File: src/rtl/core_pkg.sv
// core_pkg: shared types and helpers for the vector load/store datapath.
//   insn_id_t           - instruction id carried through the load pipeline
//   vld_realign_state_e - realigner control states
//   GetBeatCnt()        - number of DataWidthB-sized blocks spanned by
//                         [off, off+len), rounded up
package core_pkg;

   typedef logic [7:0] insn_id_t;

   typedef enum logic [1:0] {
      IDLE   = 2'd0,
      PRIME  = 2'd1,
      STREAM = 2'd2,
      TAIL   = 2'd3
   } vld_realign_state_e;

   // dw_log2 is log2 of the block size in bytes; callers truncate the result
   // to the width they need.
   function automatic logic [32:0] GetBeatCnt(input logic [31:0] off,
                                              input logic [31:0] len,
                                              input int unsigned dw_log2);
      logic [32:0] sum;
      sum = {1'b0, off} + {1'b0, len} + ((33'd1 << dw_log2) - 33'd1);
      return sum >> dw_log2;
   endfunction

endpackage

File: src/rtl/byte_funnel.sv
// byte_funnel: combinational byte funnel over two adjacent words.
//   lo_i   - word at the lower address
//   hi_i   - word at the next higher address
//   off_i  - byte offset into lo_i of the first output byte
//   word_o - byte i = lo_i[i+off] if i+off < DataWidthB, else hi_i[i+off-DataWidthB]
module byte_funnel #(
   parameter int DataWidthB = 8
) (
   input  logic [8*DataWidthB-1:0]         lo_i,
   input  logic [8*DataWidthB-1:0]         hi_i,
   input  logic [$clog2(DataWidthB)-1:0]   off_i,
   output logic [8*DataWidthB-1:0]         word_o
);

   always_comb begin
      word_o = '0;
      for (int i = 0; i < DataWidthB; i++) begin
         if (i + int'(off_i) < DataWidthB)
            word_o[8*i +: 8] = lo_i[8*(i + int'(off_i)) +: 8];
         else
            word_o[8*i +: 8] = hi_i[8*(i + int'(off_i) - DataWidthB) +: 8];
      end
   end

endmodule

File: src/rtl/vld_realigner.sv
// vld_realigner: turns DataWidthB-aligned memory read beats into a stream of
// VRF words starting at an unaligned base address, then pulses done.
// Ports:
//   clk_i, rst_i                         - clock, synchronous active-high reset
//   cmd_valid_i/cmd_ready_o              - command handshake
//   cmd_offset_i, cmd_len_i, cmd_id_i    - base byte offset, byte length, id
//   beat_valid_i/beat_ready_o/beat_data_i - memory beat stream
//   load_op_valid_o/load_op_ready_i/load_op_o - realigned word stream
//   busy_o                               - a command is in flight
//   done_o, done_id_o                    - last-word pulse and its id
// Build option: VLD_REALIGNER_ZERO_TAIL_EN forces the bytes past the end of
// the data in the final word to zero; otherwise they are left as funnelled.
module vld_realigner
   import core_pkg::*;
#(
   parameter int DataWidthB = 8,
   parameter int LenWidth   = 16
) (
   input  logic                          clk_i,
   input  logic                          rst_i,
   input  logic                          cmd_valid_i,
   output logic                          cmd_ready_o,
   input  logic [$clog2(DataWidthB)-1:0] cmd_offset_i,
   input  logic [LenWidth-1:0]           cmd_len_i,
   input  insn_id_t                      cmd_id_i,
   input  logic                          beat_valid_i,
   output logic                          beat_ready_o,
   input  logic [8*DataWidthB-1:0]       beat_data_i,
   output logic                          load_op_valid_o,
   input  logic                          load_op_ready_i,
   output logic [8*DataWidthB-1:0]       load_op_o,
   output logic                          busy_o,
   output logic                          done_o,
   output insn_id_t                      done_id_o
);

   localparam int OffW  = $clog2(DataWidthB);
   localparam int WordW = 8 * DataWidthB;

   vld_realign_state_e     state_q, state_d;
   logic [OffW-1:0]        off_q, off_d;
   insn_id_t               id_q, id_d;
   logic [LenWidth:0]      beats_left_q, beats_left_d;
   logic [LenWidth-1:0]    words_left_q, words_left_d;
   logic [WordW-1:0]       held_q, held_d;

   logic [LenWidth:0]      beats_cnt;
   logic [LenWidth-1:0]    words_cnt;
   logic [WordW-1:0]       funnel_hi;
   logic [WordW-1:0]       funnel_word;
   logic [WordW-1:0]       word_raw;
   logic                   beat_ready_raw;
   logic                   done_raw;

   assign beats_cnt = (LenWidth+1)'(GetBeatCnt(32'(cmd_offset_i), 32'(cmd_len_i), OffW));
   assign words_cnt = LenWidth'(GetBeatCnt(32'd0, 32'(cmd_len_i), OffW));

   // In TAIL there is no next beat; the funnel pulls zeros past the held word.
   assign funnel_hi = (state_q == TAIL) ? '0 : beat_data_i;

   byte_funnel #(
      .DataWidthB (DataWidthB)
   ) u_funnel (
      .lo_i   (held_q),
      .hi_i   (funnel_hi),
      .off_i  (off_q),
      .word_o (funnel_word)
   );

   always_comb begin
      state_d         = state_q;
      off_d           = off_q;
      id_d            = id_q;
      beats_left_d    = beats_left_q;
      words_left_d    = words_left_q;
      held_d          = held_q;
      cmd_ready_o     = 1'b0;
      beat_ready_raw  = 1'b0;
      load_op_valid_o = 1'b0;
      word_raw        = funnel_word;
      done_raw        = 1'b0;

      unique case (state_q)
         IDLE: begin
            cmd_ready_o = 1'b1;
            if (cmd_valid_i) begin
               off_d        = cmd_offset_i;
               id_d         = cmd_id_i;
               beats_left_d = beats_cnt;
               words_left_d = words_cnt;
               if (cmd_len_i == '0)
                  done_raw = 1'b1;
               else if (cmd_offset_i != '0)
                  state_d = PRIME;
               else
                  state_d = STREAM;
            end
         end
         PRIME: begin
            beat_ready_raw = 1'b1;
            if (beat_valid_i) begin
               held_d       = beat_data_i;
               beats_left_d = beats_left_q - 1'b1;
               state_d      = (beats_left_q == 1) ? TAIL : STREAM;
            end
         end
         STREAM: begin
            // Valid follows the beat only; ready is passed straight upstream.
            load_op_valid_o = beat_valid_i;
            beat_ready_raw  = load_op_ready_i;
            word_raw        = (off_q == '0) ? beat_data_i : funnel_word;
            if (beat_valid_i && load_op_ready_i) begin
               held_d       = beat_data_i;
               beats_left_d = beats_left_q - 1'b1;
               words_left_d = words_left_q - 1'b1;
               if (words_left_q == 1) begin
                  done_raw = 1'b1;
                  state_d  = IDLE;
               end else if (beats_left_q == 1) begin
                  state_d = TAIL;
               end
            end
         end
         TAIL: begin
            load_op_valid_o = 1'b1;
            if (load_op_ready_i) begin
               done_raw = 1'b1;
               state_d  = IDLE;
            end
         end
         default: state_d = IDLE;
      endcase
   end

   // A reset landing mid-command must neither consume a beat nor signal done.
   assign beat_ready_o = beat_ready_raw & ~rst_i;
   assign done_o       = done_raw & ~rst_i;
   assign busy_o       = (state_q != IDLE);
   // Zero-length commands finish in their accept cycle, before id is latched.
   assign done_id_o    = (state_q == IDLE) ? cmd_id_i : id_q;

`ifdef VLD_REALIGNER_ZERO_TAIL_EN
   logic [OffW-1:0] tail_mod_q, tail_mod_d;
   logic            last_word;

   assign tail_mod_d = (state_q == IDLE && cmd_valid_i) ? cmd_len_i[OffW-1:0] : tail_mod_q;
   assign last_word  = (state_q == TAIL) || (state_q == STREAM && words_left_q == 1);

   always_ff @(posedge clk_i) begin
      if (rst_i) tail_mod_q <= '0;
      else       tail_mod_q <= tail_mod_d;
   end

   always_comb begin
      load_op_o = word_raw;
      if (last_word && tail_mod_q != '0) begin
         for (int i = 0; i < DataWidthB; i++) begin
            if (i >= int'(tail_mod_q)) load_op_o[8*i +: 8] = 8'h00;
         end
      end
   end
`else
   assign load_op_o = word_raw;
`endif

   always_ff @(posedge clk_i) begin
      if (rst_i) begin
         state_q      <= IDLE;
         off_q        <= '0;
         id_q         <= '0;
         beats_left_q <= '0;
         words_left_q <= '0;
         held_q       <= '0;
      end else begin
         state_q      <= state_d;
         off_q        <= off_d;
         id_q         <= id_d;
         beats_left_q <= beats_left_d;
         words_left_q <= words_left_d;
         held_q       <= held_d;
      end
   end

endmodule

File: config.mk
export PLATFORM = sky130hd
export DESIGN_NAME = vld_realigner
export DESIGN_NICKNAME = d
export VERILOG_FILES = /design/src/rtl/core_pkg.sv /design/src/rtl/byte_funnel.sv /design/src/rtl/vld_realigner.sv
export SDC_FILE = /design/constraint.sdc
export NUM_CORES = 1
export LEC_CHECK = 0
export BUFFER_PORTS_ARGS = -buffer_cell sky130_fd_sc_hd__buf_4
export CAP_MARGIN = 0
export CORE_MARGIN = 2
export CORE_UTILIZATION = 40
export DETAILED_ROUTE_END_ITERATION = 16
export PLACE_DENSITY = 0.56
export SLEW_MARGIN = 0
export SYNTH_ARGS = -nofsm -noshare
export SYNTH_HDL_FRONTEND = slang
export SYNTH_SLANG_ARGS = --single-unit
File: constraint.sdc
create_clock -name clk_i -period 6.08 [get_ports clk_i]
set_input_delay 1.216 -clock clk_i [delete_from_list [all_inputs] [get_ports clk_i]]
set_output_delay 1.216 -clock clk_i [all_outputs]
set_load 0.1 [all_outputs]
# Word-level counts from Yosys, hierarchy flattened
# Cells that the tools add are included.
[totals] ff_bits=110 in_bits=96 out_inout_bits=77 wordCells=119
[op_classes] addsub=20 n_lt_le_gt_ge=8 n_eq_ne=11 shifts=16 mux=41 bitwise_logic=3 n_reduce_logical=14
[op_table] operator="variable part select 64 x 32 -> 8 bit" n=15
[op_table] operator="2-to-1 mux 64 bit" n=5
[op_table] operator="< comparator 32 x 5 -> 1 bit, second input constant" n=7
[op_table] operator="subtractor 29 x 5 -> 29 bit, second input constant" n=7
[op_table] operator="case mux 64 bit (2 select lines)" n=1
[op_table] operator="2-to-1 mux 8 bit" n=9
[op_table] operator="variable part select 64 x 7 -> 8 bit" n=1
[op_table] operator="2-to-1 mux 17 bit" n=3
[op_table] operator="case mux 17 bit (3 select lines)" n=1
[op_table] operator="2-to-1 mux 16 bit" n=2
[op_table] operator="case mux 16 bit (2 select lines)" n=1
[op_table] operator="adder 17 x 3 -> 18 bit, second input constant" n=1
[op_table] operator="adder 16 x 3 -> 17 bit, second input constant" n=1
[op_table] operator="adder 3 x 16 -> 17 bit" n=1
[op_table] operator="== test 17 x 1 -> 1 bit, second input constant" n=1
[op_table] operator="subtractor 17 x 1 -> 17 bit, second input constant" n=1
[op_table] operator="adder 3 x 3 -> 4 bit, first input constant" n=4
[op_table] operator="== test 16 x 1 -> 1 bit, second input constant" n=1
[op_table] operator="zero test 16 bit" n=1
[op_table] operator="2-to-1 mux 2 bit" n=8
[op_table] operator="subtractor 16 x 1 -> 16 bit, second input constant" n=1
[op_table] operator="inequality test 2 bit, second input constant" n=5
[op_table] operator="adder 2 x 3 -> 4 bit, first input constant" n=2
[op_table] operator="case mux 2 bit (4 select lines)" n=1
[op_table] operator="other kinds (20)" n=33

# Longest topological paths before layout
[depth] depth_word=6 depth_mapped=12 mapped_depth_nobuf=10

# Cells and area by module
# Synthesis repeated with hierarchy kept, for this count alone.
[hier_totals] hier_cells=1419 area_unflattened_um2=11581.1
[by_module_without_submodules] module="vld_realigner" n_inst=1 cells_each=879 area_per_inst_um2=6767.7 seq_area_each_um2=2202.1
[by_module_without_submodules] module="byte_funnel" n_inst=1 cells_each=540 area_per_inst_um2=4813.4 seq_area_each_um2=0.0

# Worst setup path before layout
# OpenSTA, ideal clock, no wires.
[synth_path] path_kind="reg2out" startpoint="register off_q[1]" endpoint="output port load_op_o[23]" t_arrival_ps=4588 slack_ps=276 path_stages_with_launch=11 path_buffers=5 path_cell_list="dfxtp_1 buf_2 clkinv_1 clkbuf_1 ha_1 buf_2 buf_2 clkbuf_1 mux2i_1 a21oi_1 o21ai_0"
[synth_between] elab_chain_cells=6 word_cells_on_any_way=9 cone_classes="add/sub (2); order compare (1); shift (2); mux (3); reduce/logical (1)"
[synth_lines] element="start, declared" line="vld_realigner.sv:41" rtl="logic [OffW-1:0] off_q, off_d;"
[synth_lines] element="start signal, assigned" line="vld_realigner.sv:169" rtl="off_q <= '0;"
[synth_lines] element="start signal, assigned" line="vld_realigner.sv:176" rtl="off_q <= off_d;"
[synth_lines] element="adder 2 x 3 -> 4 bit" line="byte_funnel.sv:18, byte_funnel.sv:19, byte_funnel.sv:21"
[synth_lines] element="subtractor 29 x 5 -> 29 bit" line="byte_funnel.sv:21" rtl="word_o[8*i +: 8] = hi_i[8*(i + int'(off_i) - DataWidthB) +: 8];"
[synth_lines] element="variable part select 64 x 32 -> 8 bit" line="byte_funnel.sv:21"
[synth_lines] element="2-to-1 mux 8 bit" line="byte_funnel.sv:18" rtl="if (i + int'(off_i) < DataWidthB)"
[synth_lines] element="2-to-1 mux 64 bit" line="vld_realigner.sv:111" rtl="word_raw = (off_q == '0) ? beat_data_i : funnel_word;"
[synth_lines] element="2-to-1 mux 64 bit (*)" line="vld_realigner.sv:83" rtl="unique case (state_q)"
[synth_lines] element="end, declared" line="vld_realigner.sv:31" rtl="output logic [8*DataWidthB-1:0] load_op_o,"
# Mark *: on every way between the ends. The rest lies on a longest branch, timed or not.

# Worst setup path in the final report
[layout_path] startpoint="register off_q[0]" endpoint="output port load_op_o[13]"
[layout_between] elab_chain_cells=6 word_cells_on_any_way=9 cone_classes="add/sub (2); order compare (1); shift (2); mux (3); reduce/logical (1)"
[layout_lines] element="adder 1 x 3 -> 4 bit" line="byte_funnel.sv:18, byte_funnel.sv:19, byte_funnel.sv:21"
[layout_lines] element="subtractor 29 x 5 -> 29 bit" line="byte_funnel.sv:21"
[layout_lines] element="variable part select 64 x 32 -> 8 bit" line="byte_funnel.sv:21"
[layout_lines] element="2-to-1 mux 8 bit" line="byte_funnel.sv:18"
[layout_lines] element="2-to-1 mux 64 bit" line="vld_realigner.sv:111"
[layout_lines] element="2-to-1 mux 64 bit (*)" line="vld_realigner.sv:83"
# Marked as above.

==> reports/qor.yml <==
clock_network:
  insertion_delay_ns: 0.38
  cts.clk_slew.worst_paths_ns: 0.08
  cts_buffers: 9
  hold_buffers: 0
  clock_path_buffers: 2
  post_cts_buffers: 0
  htree_levels: 3
  cts_sinks: 110
  root_buffer: "clkbuf_16"
  cts_resized: 0
  cts_tree: "yes"
place:
  portBuffers: 172
  globalplace.congestion: 0.9618
  dp_hpwl_mm: 32.02
critical_path:
  cp-end-kind: "primary output"
  cpLargestDelayFamily: "simple AND/OR/NAND/NOR gates"
  slowest_delay_ns: 0.61
  cp_data_required_time_ns: 4.86
  worstPathArrival_ns: 4.07
  crit_chain: "inv_1, buf_4, ha_2, and2_1, buf_4, nand2_1, nand3_1, o22ai_1, a31oi_1, buf_4"
  crit_path_start_kind: "flip-flop"
  worstSetupPathType: "flip-flop to primary output"
  worst_path_max_delay_cell: "nand3_1"
  cp_common_cell: "buf_4"
  crit_buf_inv: 4
  path_max_fanout: 49
sta:
  tightestPinTransition_ns: 1.061
  finalCriticalPeriod_ns: 5.282
  max_freq_mhz: 189.3
  skew_ns: 0.01372
  hold_viol: 0
  post-route-period-util_pct: 86.87
  timing.setup.tns_ns: 0
  drv_slew: 0
  slew_headroom_pct: 29.28
  rsz0062_at_grt: "false"
  finalSetupViolCount: 0
die:
  design.die.area_mm2: 0.02938
  die_h_um: 171.4
  rows: 61
  coreArea_mm2: 0.02771
  die_w_um: 171.4
  start_util_pct: 40.46
  io_pins: 173
yosys:
  synth_warnings: 0
  synth_edf_count: 0
  synthAdderAreaFrac_pct: 2.121
  syn-cell-area_mm2: 0.01121
  syn_nets: 1603
  synth_xor_area_share_pct: 2.578
  yosysUniqueCellTypes: 70
  synth-seq-cells: 110
  synth_cells: 1488
  synth.area.mux_share_pct: 24.00
  ys_seq_area_share_pct: 19.65
  synth_ff_type: "dfxtp_1"
  synth_top_family_by_area: "multiplexers"
  async_flop_share_pct: 0
  synthSimpleGateAreaFrac_pct: 22.66
  syn_area_per_cell_um2: 7.533
  synth_compound_area_share_pct: 23.16
finish:
  num-fill-cells: 2885
  syn2layout_area_growth_pct: 15.29
  final_util_pct: 46.65
  drive_above_1_share_pct: 21.80
  num_antenna_cells: 0
  layout.nets: 1679
global_route:
  track_usage_pct: 30.02
  grt_pass1_wl_mm: 67.36
  grt_max_degree: 88
  grt_pass1_vias: 11390
  antenna_found_initial: 0
  grt-ovfl-total: 0
drt:
  viasPerCell: 6.295
  wl_per_cell_um: 22.95
  drc: 0
  wl_met3_mm: 3.069
  wl_met1_mm: 17.02
  routed_wl_mm: 44.69
  routed.top_layer: "met4"
  vias: 12260
  met2_wirelength_mm: 21.52
  drtIter0Drc: 1285
  drt_first_pass_iters: 5
  ant_nets: 0
power_and_ir_drop:
  p_per_area_mw_per_mm2: 647.2
  p_leak_nw: 4.640
  vdd.ir_drop.worst_v: 0.0003725
outcome:
  outcome: "finished, final reports clean"
flow_run:
  drv_cap: 0
worst_hold_path:
  min_path_type: "flip-flop to flip-flop"
[stage by stage]
| step | hold slack [ns] | setup WS [ns] | instance area (um^2) | cells | power (mW) |
|---|---|---|---|---|---|
| 6_report | 0.4536 | 0.7982 | 12920 | 1947 | 8.364 |
| 3_3_place_gp | 0.4381 | 1.287 | 12630 | 1931 | 7.681 |
| 5_1_grt | 0.4745 | 0.5773 | 12920 | 1947 | 8.821 |
| 4_1_cts | 0.4551 | 0.8303 | 12920 | 1947 | 8.350 |
| 3_5_place_dp | 0.4430 | 1.228 | 12630 | 1931 | 7.716 |
| 2_1_floorplan | 0.4318 | 0.2758 | 11210 | 1488 | 6.243 |
[cell usage after synthesis, types with 6 or more instances]
cell	count	area, um^2
o221ai_1	16	140.1
nand3_1	26	130.1
clkbuf_1	90	337.8
mux2_2	38	427.9
a221o_1	9	90.09
nand2b_1	10	62.56
dfxtp_1	110	2202
o31a_1	9	78.83
nor2_1	83	311.6
a211oi_1	22	165.2
ha_1	19	237.7
o21ai_0	97	485.5
and3_1	6	37.54
nor2b_1	24	150.1
nor3_1	45	225.2
buf_2	19	95.09
mux2i_1	73	730.7
xor2_1	16	140.1
a21o_1	6	45.04
or3_1	6	37.54
nand4_1	7	43.79
nor4_1	12	75.07
buf_1	15	56.30
a31oi_1	25	156.4
a22oi_1	35	262.8
inv_1	25	93.84
o22ai_1	28	175.2
xnor2_1	12	105.1
mux4_2	68	1531
a21oi_1	133	665.6
nand2_1	329	1235
[final timing paths]
kind,cells past startpoint,startpoint,slack (ns),to
setup / recovery,10,off_q[0]$_SDFFE_PP0P_,0.80,load_op_o[13]
hold / removal,2,held_q[5]$_SDFFE_PP0P_,0.45,held_q[5]$_SDFFE_PP0P_
setup reg to reg,8,state_q[0]$_SDFFE_PP0P_,3.08,beats_left_q[9]$_SDFFE_PP0P_
hold reg to reg,2,held_q[5]$_SDFFE_PP0P_,0.45,held_q[5]$_SDFFE_PP0P_
[area by class of cell]
| class | count | area [um^2] | area share [%] |
|---|---|---|---|
| clock buffer | 10 | 229.0 | 1.772 |
| timing repair buffer | 196 | 1471 | 11.39 |
| clock inverter | 6 | 63.81 | 0.4938 |
| tap | 378 | 473.0 | 3.660 |
| sequential | 110 | 2211 | 17.11 |
| multi-input combinational | 1221 | 8378 | 64.83 |
| inverter | 26 | 97.59 | 0.7552 |
[layer usage]
layer / vias up / track usage (%)
met5: - / 0
met4: 0 / 19.23
met3: 181 / 3.244
met2: 658 / 51.19
met1: 5798 / 36.07
li1: 5620 / -
[layout by cell type (no fill, tap or decap), drive strengths merged, types with 16 or more instances in the layout]
cell type  synthesis  routed
nand2            329     329
buf               41     196
a21oi            133     133
dfxtp            110     110
o21ai             98      98
nor2              83      83
mux2i             73      73
mux4              68      68
nor3              46      46
mux2              38      38
a22oi             35      35
o22ai             28      28
inv               25      28
nand3             26      26
a31oi             25      25
nor2b             24      24
a211oi            23      23
ha                19      19
xor2              17      17
o221ai            16      16
[sequential cells by signal (all words and copies together), names as in the netlist]
signal	flops
words_left_q	16
off_q	3
state_q	2
id_q	8
beats_left_q	17
held_q	64
[tightest hold or removal path: cells and delay by family (launching register included)]
family	cells	cell delay, ns
DFF	1	0.31
and+or+nand+nor	1	0.05
AOI/OAI and AO/OA	1	0.05
[logic make-up after synthesis]
kind of cell / count (synthesis)
simple gates: 576
compound gates: 417
buf+inv: 157
xor+xnor: 30
flops: 110
fa+ha+maj: 19
mux: 179
[where the power goes]
part | total [mW] | switching (mW) | internal [mW]
clock network | 0.626 | 0.334 | 0.291
registers | 1.31 | 0.324 | 0.986
logic | 6.43 | 4.66 | 1.77
Note: power is estimated with default switching activity, not from simulation.
